### src/rtl/fmad_acc_drain_if.sv
// Drain-side bundle between the fmad accumulators, their reader and the binary32 result stream.
interface fmad_acc_drain_if;
    logic        start;
    logic [3:0]  lane_en;
    logic [31:0] acc0;
    logic [31:0] acc1;
    logic [31:0] acc2;
    logic [31:0] acc3;
    logic [9:0]  exp0;
    logic [9:0]  exp1;
    logic [9:0]  exp2;
    logic [9:0]  exp3;
    logic        out_valid;
    logic        out_ready;
    logic [31:0] out_data;
    logic [4:0]  out_flag;
    logic [1:0]  out_idx;
    logic        busy;
    logic        done;

    modport master (
        output start, lane_en, acc0, acc1, acc2, acc3, exp0, exp1, exp2, exp3, out_ready,
        input  out_valid, out_data, out_flag, out_idx, busy, done
    );

    modport slave (
        input  start, lane_en, acc0, acc1, acc2, acc3, exp0, exp1, exp2, exp3, out_ready,
        output out_valid, out_data, out_flag, out_idx, busy, done
    );
endinterface

### src/rtl/fmad_acc_drain.sv
// Snapshots four block-float accumulator lanes and streams each enabled lane out as RNE binary32.
// First result valid 3 edges after start; each later lane 3 edges after the previous handshake.
module fmad_acc_drain #(
    parameter int ACC_FRAC = 30,
    parameter int EXP_BIAS = 254
) (
    input  logic             clk,
    input  logic             reset,
    fmad_acc_drain_if.slave  bus
);
    typedef enum logic [2:0] {IDLE, NORM, ROUND, OUT, FIN} state_t;

    state_t            state;
    logic [3:0][31:0]  snap_acc;
    logic [3:0][9:0]   snap_exp;
    logic [3:0]        snap_en;
    logic [1:0]        lane;

    logic              n_sign;
    logic [31:0]       n_mag;
    logic [4:0]        n_p;
    logic signed [11:0] n_e;

    logic [31:0]       r_data;
    logic [4:0]        r_flag;

    // Normalisation of the currently selected lane
    logic [31:0]       cur_acc;
    logic [9:0]        cur_exp;
    logic [31:0]       c_mag;
    logic [4:0]        c_p;
    logic signed [11:0] c_e;

    always_comb begin
        cur_acc = snap_acc[lane];
        cur_exp = snap_exp[lane];
        c_mag   = cur_acc[31] ? (~cur_acc + 32'd1) : cur_acc;
        c_p     = 5'd0;
        for (int i = 0; i < 32; i++) begin
            if (c_mag[i]) c_p = 5'(i);
        end
        c_e = {{2{cur_exp[9]}}, cur_exp} - 12'(EXP_BIAS + ACC_FRAC) + {7'b0, c_p};
    end

    // Lane sequencing: lowest enabled lane at start, next higher one after each handshake
    logic [1:0] first_lane;
    logic [1:0] nxt_lane;
    logic       nxt_found;

    always_comb begin
        first_lane = 2'd0;
        nxt_lane   = lane;
        nxt_found  = 1'b0;
        for (int i = 3; i >= 0; i--) begin
            if (bus.lane_en[i]) first_lane = 2'(i);
            if (snap_en[i] && i > int'(lane)) begin
                nxt_found = 1'b1;
                nxt_lane  = 2'(i);
            end
        end
    end

    // Rounding: subnormals reuse the normal datapath with an extra right shift
    logic               sub;
    logic signed [11:0] sub_d;
    logic [4:0]         sh;
    logic [31:0]        norm;
    logic [57:0]        v;
    logic [23:0]        kept;
    logic               guard;
    logic               sticky;
    logic               inexact;
    logic [24:0]        rnd;
    logic [9:0]         base;
    logic [32:0]        sum;
    logic [9:0]         field;
    logic [31:0]        c_data;
    logic [4:0]         c_flag;

    always_comb begin
        sub     = n_e < -12'sd126;
        sub_d   = -12'sd126 - n_e;
        sh      = 5'd0;
        if (sub) sh = (sub_d > 12'sd26) ? 5'd26 : sub_d[4:0];
        norm    = n_mag << (5'd31 - n_p);
        v       = {norm, 26'b0} >> sh;
        kept    = v[57:34];
        guard   = v[33];
        sticky  = |v[32:0];
        inexact = guard | sticky;
        rnd     = {1'b0, kept} + {24'b0, guard & (sticky | kept[0])};
        // The hidden bit in rnd bumps the exponent, so base is one below the biased exponent.
        base    = sub ? 10'd0 : 10'(n_e + 12'sd126);
        sum     = {base, 23'b0} + {8'b0, rnd};
        field   = sum[32:23];
        c_data  = 32'd0;
        c_flag  = 5'd0;
        if (n_mag == 32'd0) begin
            c_data = 32'd0;
            c_flag = 5'd0;
        end else if (field >= 10'd255) begin
            c_data = {n_sign, 8'hFF, 23'd0};
            c_flag = 5'b00101;
        end else begin
            c_data = {n_sign, sum[30:0]};
            c_flag = {3'b000, (field == 10'd0) & inexact, inexact};
        end
    end

    always_ff @(posedge clk or posedge reset) begin
        if (reset) begin
            state         <= IDLE;
            snap_acc      <= '0;
            snap_exp      <= '0;
            snap_en       <= '0;
            lane          <= 2'd0;
            n_sign        <= 1'b0;
            n_mag         <= '0;
            n_p           <= '0;
            n_e           <= '0;
            r_data        <= '0;
            r_flag        <= '0;
            bus.out_valid <= 1'b0;
            bus.out_data  <= '0;
            bus.out_flag  <= '0;
            bus.out_idx   <= '0;
            bus.busy      <= 1'b0;
            bus.done      <= 1'b0;
        end else begin
            case (state)
                IDLE: begin
                    if (bus.start) begin
                        snap_acc <= {bus.acc3, bus.acc2, bus.acc1, bus.acc0};
                        snap_exp <= {bus.exp3, bus.exp2, bus.exp1, bus.exp0};
                        snap_en  <= bus.lane_en;
                        bus.busy <= 1'b1;
                        if (bus.lane_en == 4'd0) begin
                            state    <= FIN;
                            bus.done <= 1'b1;
                        end else begin
                            lane  <= first_lane;
                            state <= NORM;
                        end
                    end
                end
                NORM: begin
                    n_sign <= cur_acc[31];
                    n_mag  <= c_mag;
                    n_p    <= c_p;
                    n_e    <= c_e;
                    state  <= ROUND;
                end
                ROUND: begin
                    r_data <= c_data;
                    r_flag <= c_flag;
                    state  <= OUT;
                end
                OUT: begin
                    // First OUT cycle registers the result; valid then holds until accepted.
                    if (!bus.out_valid) begin
                        bus.out_valid <= 1'b1;
                        bus.out_data  <= r_data;
                        bus.out_flag  <= r_flag;
                        bus.out_idx   <= lane;
                    end else if (bus.out_ready) begin
                        bus.out_valid <= 1'b0;
                        if (nxt_found) begin
                            lane  <= nxt_lane;
                            state <= NORM;
                        end else begin
                            state    <= FIN;
                            bus.done <= 1'b1;
                        end
                    end
                end
                FIN: begin
                    bus.done <= 1'b0;
                    bus.busy <= 1'b0;
                    state    <= IDLE;
                end
                default: state <= IDLE;
            endcase
        end
    end
endmodule

### src/flat_wrapper.sv
// flat-port wrapper written by rule: the top's interface ports become plain ports
module fmad_acc_drain_flat 
#(
    parameter int ACC_FRAC = 30,
    parameter int EXP_BIAS = 254
)
  (clk, reset, bus_start, bus_lane_en, bus_acc0, bus_acc1, bus_acc2, bus_acc3, bus_exp0, bus_exp1, bus_exp2, bus_exp3, bus_out_ready, bus_out_valid, bus_out_data, bus_out_flag, bus_out_idx, bus_busy, bus_done);
  fmad_acc_drain_if bus_i ();
  input  logic clk;
  input  logic reset;
  input wire logic [$bits(bus_i.start)-1:0] bus_start;
  input wire logic [$bits(bus_i.lane_en)-1:0] bus_lane_en;
  input wire logic [$bits(bus_i.acc0)-1:0] bus_acc0;
  input wire logic [$bits(bus_i.acc1)-1:0] bus_acc1;
  input wire logic [$bits(bus_i.acc2)-1:0] bus_acc2;
  input wire logic [$bits(bus_i.acc3)-1:0] bus_acc3;
  input wire logic [$bits(bus_i.exp0)-1:0] bus_exp0;
  input wire logic [$bits(bus_i.exp1)-1:0] bus_exp1;
  input wire logic [$bits(bus_i.exp2)-1:0] bus_exp2;
  input wire logic [$bits(bus_i.exp3)-1:0] bus_exp3;
  input wire logic [$bits(bus_i.out_ready)-1:0] bus_out_ready;
  output wire logic [$bits(bus_i.out_valid)-1:0] bus_out_valid;
  output wire logic [$bits(bus_i.out_data)-1:0] bus_out_data;
  output wire logic [$bits(bus_i.out_flag)-1:0] bus_out_flag;
  output wire logic [$bits(bus_i.out_idx)-1:0] bus_out_idx;
  output wire logic [$bits(bus_i.busy)-1:0] bus_busy;
  output wire logic [$bits(bus_i.done)-1:0] bus_done;
  assign bus_i.start = bus_start;
  assign bus_i.lane_en = bus_lane_en;
  assign bus_i.acc0 = bus_acc0;
  assign bus_i.acc1 = bus_acc1;
  assign bus_i.acc2 = bus_acc2;
  assign bus_i.acc3 = bus_acc3;
  assign bus_i.exp0 = bus_exp0;
  assign bus_i.exp1 = bus_exp1;
  assign bus_i.exp2 = bus_exp2;
  assign bus_i.exp3 = bus_exp3;
  assign bus_i.out_ready = bus_out_ready;
  assign bus_out_valid = bus_i.out_valid;
  assign bus_out_data = bus_i.out_data;
  assign bus_out_flag = bus_i.out_flag;
  assign bus_out_idx = bus_i.out_idx;
  assign bus_busy = bus_i.busy;
  assign bus_done = bus_i.done;
  fmad_acc_drain #(.ACC_FRAC(ACC_FRAC), .EXP_BIAS(EXP_BIAS)) u_core (.clk(clk), .reset(reset), .bus(bus_i));
endmodule
### config.mk
export PLATFORM = sky130hd
export DESIGN_NAME = fmad_acc_drain_flat
export DESIGN_NICKNAME = d
export VERILOG_FILES = /design/src/rtl/fmad_acc_drain_if.sv /design/src/rtl/fmad_acc_drain.sv /design/src/flat_wrapper.sv
export SDC_FILE = /design/constraint.sdc
export NUM_CORES = 1
export LEC_CHECK = 0
export BUFFER_PORTS_ARGS = -buffer_cell sky130_fd_sc_hd__buf_4
export CAP_MARGIN = 20
export CORE_MARGIN = 5
export CORE_UTILIZATION = 45
export DETAILED_ROUTE_END_ITERATION = 10
export PLACE_DENSITY = 0.66
export SLEW_MARGIN = 20
export SYNTH_ARGS = -nofsm -noshare
export SYNTH_HDL_FRONTEND = slang
export SYNTH_SLANG_ARGS = --single-unit
export TNS_END_PERCENT = 5
### constraint.sdc
create_clock -name clk -period 10.2 [get_ports clk]
set_input_delay 0.51 -clock clk [delete_from_list [all_inputs] [get_ports clk]]
set_output_delay 0.51 -clock clk [all_outputs]
set_load 0.005 [all_outputs]
---- Yosys cells after proc, flatten, opt, wreduce, memory -nomap -nowiden ----
Cells that the tools add are included.
W data, S select, Z words.
storage, ports and cells
  bits in registers ....................... 306
  output and inout bits ................... 42
  logic and storage cells ................. 150
operators by class
  add/subtract/negate cells ............... 8
  order comparisons ....................... 7
  equal/unequal tests ..................... 12
  shift-type cells ........................ 2
  muxes and demuxes ....................... 75
  bitwise logic cells ..................... 6
  reductions and logical operators ........ 17
operators with widths
  operator                  number
  $mux W32                  3
  $mux W5                   19
  $bmux W32 S2              1
  $shr A58 B5 Y58           1
  $add A33 B25 Y33          1
  $reduce_or A33 Y1         1
  $add A32 B1 Y32 const B   1
  $logic_not A32 Y1         1
  $mux W4                   8
  $not A32 Y32              1
  $shl A32 B5 Y32           1
  $mux W31                  1
  $mux W3                   10
  $mux W2                   14
  $add A24 B1 Y25           1
  $bmux W10 S2              1
  $mux W10                  2
  $add A12 B5 Y12           1
  $gt A12 B6 Y1 const B     1
  $lt A12 B8 Y1 const B     1
  $mux W1                   12
  $pmux W3 S4               1
  $sub A8 B12 Y12 const A   1
  $sub A10 B10 Y11 const B  1
  other kinds (28)          42

---- Depth between registers and ports, before layout ----
Gate-level depths: netlist of run 1.
  word-level depth ........................ 37
  gate-level depth with buffers ........... 32

---- Worst setup path before layout of run 1 ----
No wires, ideal clock.
  path kind ............................... register -> register
  start ................................... register u_core.lane[0]
  end ..................................... register u_core.n_e[10]
  library setup time ...................... 118 ps
  data arrival time ....................... 6025 ps
  required time ........................... 10082 ps
  path slack .............................. 4057 ps
  stages on the path, launching flop included .. 25
  path buffers ............................ 4
  clock period less this slack ............ 6143 ps
  path through ............................ dfrtp_1 buf_1 buf_1 clkbuf_1 clkbuf_1 mux4_2 nor4_1 nand2_1 o21ai_0 xor2_1 o2111ai_1 a21oi_1 o21ai_0 nand2_1 ha_1 inv_1 fa_1 inv_1 a21oi_1 o21bai_1 a21o_1 nand2_1 nor3_1 a31oi_1 a21o_1
on the way
  longest elaborated chain between the ends .. 37
ends and longest elaborated chain
  what                                line                   source
  start: declaration                  fmad_acc_drain.sv:17   logic [1:0] lane;
  start signal: assignment            fmad_acc_drain.sv:141  lane <= first_lane;
  start signal: assignment            fmad_acc_drain.sv:168  lane <= nxt_lane;
  $bmux W32 S2 (*)                    fmad_acc_drain.sv:35   cur_acc = snap_acc[lane];
  $mux W32 (not written as such) (*)  fmad_acc_drain.sv:35
  $not A32 Y32                        fmad_acc_drain.sv:37   c_mag = cur_acc[31] ? (~cur_acc + 32'd1) : cur_acc;
  $add A32 B1 Y32                     fmad_acc_drain.sv:37
  $mux W32 (*)                        fmad_acc_drain.sv:37
  $mux W1                             fmad_acc_drain.sv:40   if (c_mag[i]) c_p = 5'(i);
  $mux W2 (2 in a row)                fmad_acc_drain.sv:40
  $mux W3 (4 in a row)                fmad_acc_drain.sv:40
  $mux W4 (8 in a row)                fmad_acc_drain.sv:40
  $mux W5 (15 in a row)               fmad_acc_drain.sv:40
  $mux W5 (*)                         fmad_acc_drain.sv:40
  net u_core.c_p[0]                   fmad_acc_drain.sv:31   logic [4:0] c_p;
  $add A12 B5 Y12 (*)                 fmad_acc_drain.sv:42   c_e = {{2{cur_exp[9]}}, cur_exp} - 12'(EXP_BIAS + ACC_FRAC) + {7'b0, c_p};
  end signal: assignment              fmad_acc_drain.sv:120  n_e <= '0;
  end signal: assignment              fmad_acc_drain.sv:150  n_e <= c_e;
  end: declaration                    fmad_acc_drain.sv:22   logic signed [11:0] n_e;
The timed path passes the listed nets; every way through them passes the cells marked *. The select of a mux whose other input is x is not followed.
A chain may end at the register's enable or synchronous reset.

---- Worst setup path after layout of run 1 ----
  start ................................... register u_core.n_e[1]
  end ..................................... register u_core.r_data[10]
on the way
  longest elaborated chain between the ends .. 13
ends and longest elaborated chain
  what                    line                   source
  $sub A8 B12 Y12         fmad_acc_drain.sv:82   sub_d = -12'sd126 - n_e;
  $gt A12 B6 Y1           fmad_acc_drain.sv:84   if (sub) sh = (sub_d > 12'sd26) ? 5'd26 : sub_d[4:0];
  $mux W5 (2 in a row)    fmad_acc_drain.sv:84
  $shr A58 B5 Y58         fmad_acc_drain.sv:86   v = {norm, 26'b0} >> sh;
  $reduce_or A33 Y1       fmad_acc_drain.sv:89   sticky = |v[32:0];
  $or A1 B1 Y1            fmad_acc_drain.sv:91   rnd = {1'b0, kept} + {24'b0, guard & (sticky | kept[0])};
  $and A1 B1 Y1           fmad_acc_drain.sv:91
  $add A24 B1 Y25         fmad_acc_drain.sv:91
  $add A33 B25 Y33 (*)    fmad_acc_drain.sv:94   sum = {base, 23'b0} + {8'b0, rnd};
  $ge A10 B8 Y1           fmad_acc_drain.sv:101  end else if (field >= 10'd255) begin
  $mux W31 (*)            fmad_acc_drain.sv:101
  $mux W32 (*)            fmad_acc_drain.sv:98   if (n_mag == 32'd0) begin
  end signal: assignment  fmad_acc_drain.sv:154  r_data <= c_data;
  end: declaration        fmad_acc_drain.sv:24   logic [31:0] r_data;
Every way passes the cells marked *; elsewhere a longest branch is shown, timed or not.

==> results of run 1 <==
## cell usage after synthesis, drive strengths merged, types with 5 or more instances
library cell,number
and2,6
o21ai,108
nand2,153
o22ai,5
inv,36
xnor2,45
ha,15
o211ai,18
mux2i,65
nand3,29
or3,15
o211a,5
a32o,19
or2,10
a21oi,65
a22oi,17
nor3b,6
o21bai,8
nand2b,8
nor2b,14
nand4,16
and3,7
clkbuf,75
dfrtp,301
o2bb2ai,5
nor2,106
buf,33
nor4,23
or4,10
o31ai,11
xor2,40
mux4,61
o221a,6
mux2,233
nor3,38
o221ai,9
a22o,12
a21o,16
a31oi,10
a211oi,17
## metrics by stage
step	std cells	hold slack (ns)	instance area, um^2	util, %	worst slack [ns]
2_1_floorplan	1739	0.433	18600	-	1.37
6_report	2464	0.156	21800	53.4	2.21
3_5_place_dp	2404	0.458	20700	50.5	2.37
5_1_grt	2464	0.169	21800	53.4	1.63
3_3_place_gp	2404	0.453	20700	50.5	2.59
4_1_cts	2464	0.159	21800	53.4	2.32
## per-layer routing
layer	part of all wire [%]	track usage [%]
met5	0	0
met4	2.0	5.86
met3	7.4	6.19
met2	45	35.5
met1	45	32.3
## worst max-delay path, cell delays in order (launching register included)
cell and delay, ns:
dfrtp_1 0.66, inv_1 0.21, ha_1 0.48, o211ai_1 0.23
o211ai_1 0.11, a2111oi_0 0.60, nor4_2 0.09, buf_4 0.19
a21oi_1 0.78, mux2_2 0.47, mux2i_1 0.36, mux2i_1 0.28
o221ai_1 0.36, nor2b_1 0.23, ha_1 0.22, o41ai_1 0.10
nor4_2 0.48, a41oi_4 0.29, or4_4 0.49, xnor2_2 0.16
and2_4 0.15, a41oi_4 0.66, a32o_1 0.28
## kinds of logic (layout without fill, tap and decap cells)
| kind of cell | count (synthesis) | after routing |
|---|---|---|
| simple gates | 451 | 451 |
| buf+inv | 146 | 339 |
| compound gates | 379 | 379 |
| xor+xnor | 85 | 85 |
| other cells | 1 | 2 |
| fa+ha+maj | 16 | 16 |
| mux | 359 | 359 |
| flops | 301 | 301 |
## final timing paths
check                                         startpoint                                  end  cells after the start
max in group asynchronous                          reset           u_core.lane[1]$_DFFE_PP0P_                      4
hold / removal                                     reset  u_core.bus.out_data[12]$_DFFE_PP0P_                      2
setup / recovery               u_core.n_e[1]$_DFFE_PP0P_        u_core.r_data[10]$_DFFE_PP0P_                     22
setup reg to reg               u_core.n_e[1]$_DFFE_PP0P_        u_core.r_data[10]$_DFFE_PP0P_                     22
min in group clk                            bus_acc0[10]      u_core.snap_acc[10]$_DFFE_PP0P_                      2
hold reg to reg            u_core.r_data[27]$_DFFE_PP0P_        u_core.r_data[27]$_DFFE_PP0P_                      2
## sequential cells by signal, indices dropped and copies added (netlist names)
signal / count
u_core.bus.busy: 1
u_core.bus.done: 1
u_core.bus.out_data: 32
u_core.bus.out_flag: 3
u_core.bus.out_idx: 2
u_core.bus.out_valid: 1
u_core.lane: 2
u_core.n_e: 12
u_core.n_mag: 32
u_core.n_p: 5
u_core.n_sign: 1
u_core.r_data: 32
u_core.r_flag: 3
u_core.snap_acc: 128
u_core.snap_en: 3
u_core.snap_exp: 40
u_core.state: 3
## cell type report
cell class,instances,area [um^2]
fillers,3631,19100
multi-input cells,1292,10500
flip-flops and latches,301,7540
repair buffers,241,1820
clock buffers,44,958
well taps,532,666
clock inverters,16,206
inverters,38,150
==> results by group, run 1 <==
Outcome
  • Status: complete, no violations

Clock tree
  • Total CTS buffers: 34
  • CTS sink cnt: 301
  • Reg clk slew, reported paths: 0.06 ns
  • Clk Latency, worst-skew pair: 0.55 ns
  • PostCTS Resize Cnt: 0
  • Postcts setup bufs: 0
  • Hold-fix buffer count after cts: 0
  • Root Driver: clkbuf_16
  • H-tree depth: 2
  • Clk buf depth: 3
  • TritonCTS clock tree: done

Route
  • Vias/cell: 5.93
  • Total wire length after detailed routing: 52100 um
  • Initial drt markers: 1233
  • Via count: 14600
  • Post-route DRC: 0
  • DR pass1 iterations: 5
  • Post-DRT Antenna Nets: 0
  • Routed len/inst: 21.1 um

STA
  • Final setup viols: 0
  • Highest clock rate: 0.125 GHz
  • Minimum clock period: 7.99 ns
  • Slew margin rel.: 31.9%
  • Fin Clk Skew: 0.0163 ns
  • Fin. Hold Viols: 0
  • Setup TNS: 0 ns
  • RSZ-0062 raised after global routing: no
  • Final period utilization: 78.3%
  • Worst-Margin Slew: 1.01 ns
  • Final Max Slew Viols: 0

Global routing
  • Largest net degree at the start of global routing: 172
  • Vias in the first global route: 14800
  • Total congestion overflow after global routing: 0
  • Global-route wire length before repair: 83600 um
  • Antenna violations before repair: 0
  • Gr usage total: 22.9%

Synthesis
  • Post-synth top flop: dfrtp_1
  • Syn Std Cell Area: 18600 um^2
  • XOR/XNOR Fraction of Synth Area: 4.04%
  • Mux cell area share after synthesis: 25.0%
  • Mapped Cells: 1738
  • Post-Synth Adder-Cell Area: 1.12%
  • Number of synthesized flops with an enable pin: 0
  • Ys async rst share: 100%
  • Post-synthesis sequential area ratio: 40.5%
  • Avg Cell Area, Syn: 10.7 um^2
  • Post-synth top area share: 40.5%
  • Synth Area in Simple Gates: 11.9%
  • Compound-Gate Fraction of Synth Area: 14.2%
  • Number of register bits inferred by synthesis: 301
  • Synth area leaders: dfrtp_1 (40%), mux2_2 (14%), mux4_2 (7.4%), mux2i_1 (3.5%), nand2_1 (3.1%)
  • Ys Warns: 0
  • Largest family of logic cells by synthesized area: multiplexers
  • Yosys top cell by area: dfrtp_1
  • Yosys cell types: 90

Min path
  • Worst hold path class: input pin to asynchronous set/reset pin

Place
  • GPL Wtd Cong: 0.915
  • Number of port buffers: 215
  • Post-DP HPWL: 39400 um

Finish
  • Fraction of layout cells with a size suffix above 1: 33.1%
  • Area Overhead vs Synth: 17.3%
  • Most frequent cells in the layout: dfrtp_1 (298), buf_4 (240), mux2_2 (231)
  • Ant diodes: 0
  • Nets: 2100
  • Most common cell after layout, fill and taps aside: dfrtp_1

Worst setup path
  • Startpoint types: flop
  • Crit Path Max Fanout: 25
  • CP Data Required Time: 10.67 ns
  • WP data arrival: 8.46 ns
  • Worst Setup End Kind: flop
  • R2R Setup Slk: 2.21 ns
  • Setup CP Type: flop to flop

Floorplan
  • Initial Util: 45.5%
  • Die area: 45500 um^2
  • Core ar.: 40900 um^2
  • Site row count: 74
  • Chip Height: 213 um
  • Die Wd: 213 um
  • IO Pins: 218

Flow run
  • Max Cap Viol: 0
Power of run 1 is not shown: default switching activity piles up to over one toggle a cycle in this logic, so the estimate is an artifact.
==> inputs of run 2 (changes only) <==
Settings changed: PLACE_DENSITY 0.66 to 0.69.
Clock period 10.2 ns to 7.3 ns, I/O delays scaled along.
==> results by group, run 2 (same netlist as run 1, synthesis figures left out) <==
Route
  • Post-DRT Antenna Nets: 0 (unchanged)
  • Via count: 15000 (+2.8%)
  • Post-route DRC: 0 (unchanged)
  • Vias/cell: 5.99 (+1.1%)
  • Routed len/inst: 21.4 um (+1.2%)
  • Total wire length after detailed routing: 53600 um (+2.9%)
  • DR pass1 iterations: 5 (unchanged)
  • Initial drt markers: 1220 (-1.1%)

Finish
  • Fraction of layout cells with a size suffix above 1: 34.3% (+1.2 points)
  • Area Overhead vs Synth: 19.3%
  • Biggest register: u_core.snap_acc
  • Top flop regs: u_core.snap_acc x128, u_core.snap_exp x40
  • Final instance area: 22200 um^2 (+1.6%)
  • Most frequent cells in the layout: dfrtp_1 (298), buf_4 (277), mux2_2 (231)
  • Nets: 2140 (+1.9%)
  • Max FFs per register: 128 (unchanged)
  • Most common cell after layout, fill and taps aside: dfrtp_1

Clock tree
  • Hold-fix buffer count after cts: 0 (unchanged)
  • Reg clk slew, reported paths: 0.06 ns (about the same)
  • Total CTS buffers: 35 (+2.9%)
  • PostCTS Resize Cnt: 0 (unchanged)
  • Clk Latency, worst-skew pair: 0.55 ns (about the same)
  • Root Driver: clkbuf_16
  • H-tree depth: 2 (unchanged)
  • Postcts setup bufs: 0 (unchanged)
  • Clk buf depth: 3 (unchanged)
  • CTS sink cnt: 301 (unchanged)
  • TritonCTS clock tree: done

Worst setup path
  • Critical path's largest stage delay: 0.69 ns (-0.09 ns)
  • Crit path to: u_core.r_data[1]$_DFFE_PP0P_
  • Crit path depth: 25 (+14%)
  • WP data arrival: 7.18 ns (-1.28 ns)
  • Buf/Inv on CP: 4 (+2)
  • Critical R2R Capture: u_core.r_data[1]$_DFFE_PP0P_
  • CP startpoint: u_core.n_e[2]$_DFFE_PP0P_
  • Crit Path Max Fanout: 25 (unchanged)
  • Slowest CP cell: or4_1
  • Family with the most delay on the worst path: simple AND/OR/NAND/NOR gates
  • Setup CP Type: flop to flop
  • Startpoint types: flop
  • Reg-to-reg startpoint: u_core.n_e[2]$_DFFE_PP0P_
  • CP Data Required Time: 7.71 ns (-2.96 ns)
  • Worst Setup End Kind: flop
  • Reg2reg path depth: 25 (+14%)
  • R2R Setup Slk: 0.53 ns (-1.68 ns)

Global routing
  • Global-route wire length before repair: 86400 um (+3.3%)
  • Total congestion overflow after global routing: 0 (unchanged)
  • Antenna violations before repair: 1 (+1)
  • Vias in the first global route: 15200 (+2.7%)
  • Largest net degree at the start of global routing: 172 (unchanged)
  • Gr usage total: 23.6% (+0.66 points)

Min path
  • Worst hold path class: input pin to asynchronous set/reset pin

STA
  • Slew margin rel.: 31.6% (-0.32 points)
  • RSZ-0062 raised after global routing: no
  • Final setup viols: 0 (unchanged)
  • Fin Clk Skew: 0.0242 ns (+0.00793 ns)
  • Minimum clock period: 6.77 ns (-1.22 ns)
  • Highest clock rate: 0.148 GHz (+18%)
  • Worst-Margin Slew: 1.02 ns (+0.00789 ns)
  • Setup TNS: 0 ns (unchanged)
  • Final period utilization: 92.7% (+14 points)
  • Final Max Slew Viols: 0 (unchanged)
  • Fin. Hold Viols: 0 (unchanged)

Floorplan
  • Core ar.: 40900 um^2 (unchanged)
  • Chip Height: 213 um (unchanged)
  • Initial Util: 45.5% (unchanged)
  • Die area: 45500 um^2 (unchanged)
  • IO Pins: 218 (unchanged)
  • Die Wd: 213 um (unchanged)
  • Site row count: 74 (unchanged)

Place
  • Number of port buffers: 215 (unchanged)
  • GPL Wtd Cong: 0.966 (+5.5%)
  • DP Area: 21000 um^2 (+1.5%)
  • Post-DP HPWL: 41000 um (+4.2%)

Outcome
  • Status: complete, no violations

Flow run
  • Max Cap Viol: 0 (unchanged)
-- run 2: worst min-delay path by stage --
| stage | from | depth (start not counted) | to |
|---|---|---|---|
| floorplan | u_core.r_data[24]$_DFFE_PP0P_ | 2 | u_core.r_data[24]$_DFFE_PP0P_ |
| global placement | u_core.r_data[27]$_DFFE_PP0P_ | 2 | u_core.r_data[27]$_DFFE_PP0P_ |
| finish | reset | 2 | u_core.snap_acc[102]$_DFFE_PP0P_ |
| detailed placement | u_core.r_data[28]$_DFFE_PP0P_ | 2 | u_core.r_data[28]$_DFFE_PP0P_ |
| global route | bus_acc3[23] | 2 | u_core.snap_acc[119]$_DFFE_PP0P_ |
| CTS | bus_acc3[17] | 2 | u_core.snap_acc[113]$_DFFE_PP0P_ |
-- run 2: worst reg2reg max path, cell delays in order, from the launching register on --
cell     delay, ns
dfrtp_1       0.50
inv_1         0.17
ha_1          0.20
nor2b_1       0.17
or3b_2        0.46
a32o_1        0.25
or4_1         0.69
o21ai_4       0.49
buf_4         0.31
a21oi_1       0.11
a22oi_1       0.31
o21ba_2       0.21
o22a_1        0.16
o21ai_0       0.16
nor2b_1       0.22
ha_1          0.24
o41ai_1       0.11
nor4_2        0.18
buf_4         0.18
a41oi_4       0.13
or4_4         0.47
xnor2_2       0.15
and2_4        0.18
a41oi_4       0.13
buf_12        0.20
a32o_1        0.27
-- run 2: final cells by class --
| class | instances | area, um^2 |
|---|---|---|
| Inverter | 38 | 146 |
| Fill cell | 3620 | 18700 |
| Antenna cell | 1 | 2.50 |
| Clock buffer | 47 | 981 |
| Timing Repair Buffer | 280 | 2140 |
| Clock inverter | 16 | 229 |
| Multi-Input combinational cell | 1292 | 10500 |
| Sequential cell | 301 | 7540 |
| Tap cell | 532 | 666 |
-- run 2: routing by layer --
metal | global-route usage [%] | part of all wire, %
met3 | 5.44 | 7.3
met2 | 37.1 | 46
met1 | 33.7 | 45
met4 | 5.33 | 1.9
met5 | 0 | 0
-- run 2: stage by stage --
step / hold slack [ns] / worst slack, ns / util (%) / std cells
after CTS: 0.0233 / 0.623 / 54.2 / 2506
after global routing: 0.0291 / 0.127 / 54.2 / 2507
final: 0.0306 / 0.530 / 54.2 / 2507
after floorplan: 0.433 / 1.16 / - / 1739
after detailed placement: 0.463 / 0.681 / 51.3 / 2443
after global placement: 0.459 / 0.794 / 51.3 / 2443
Power of run 2 is left out for the same reason.
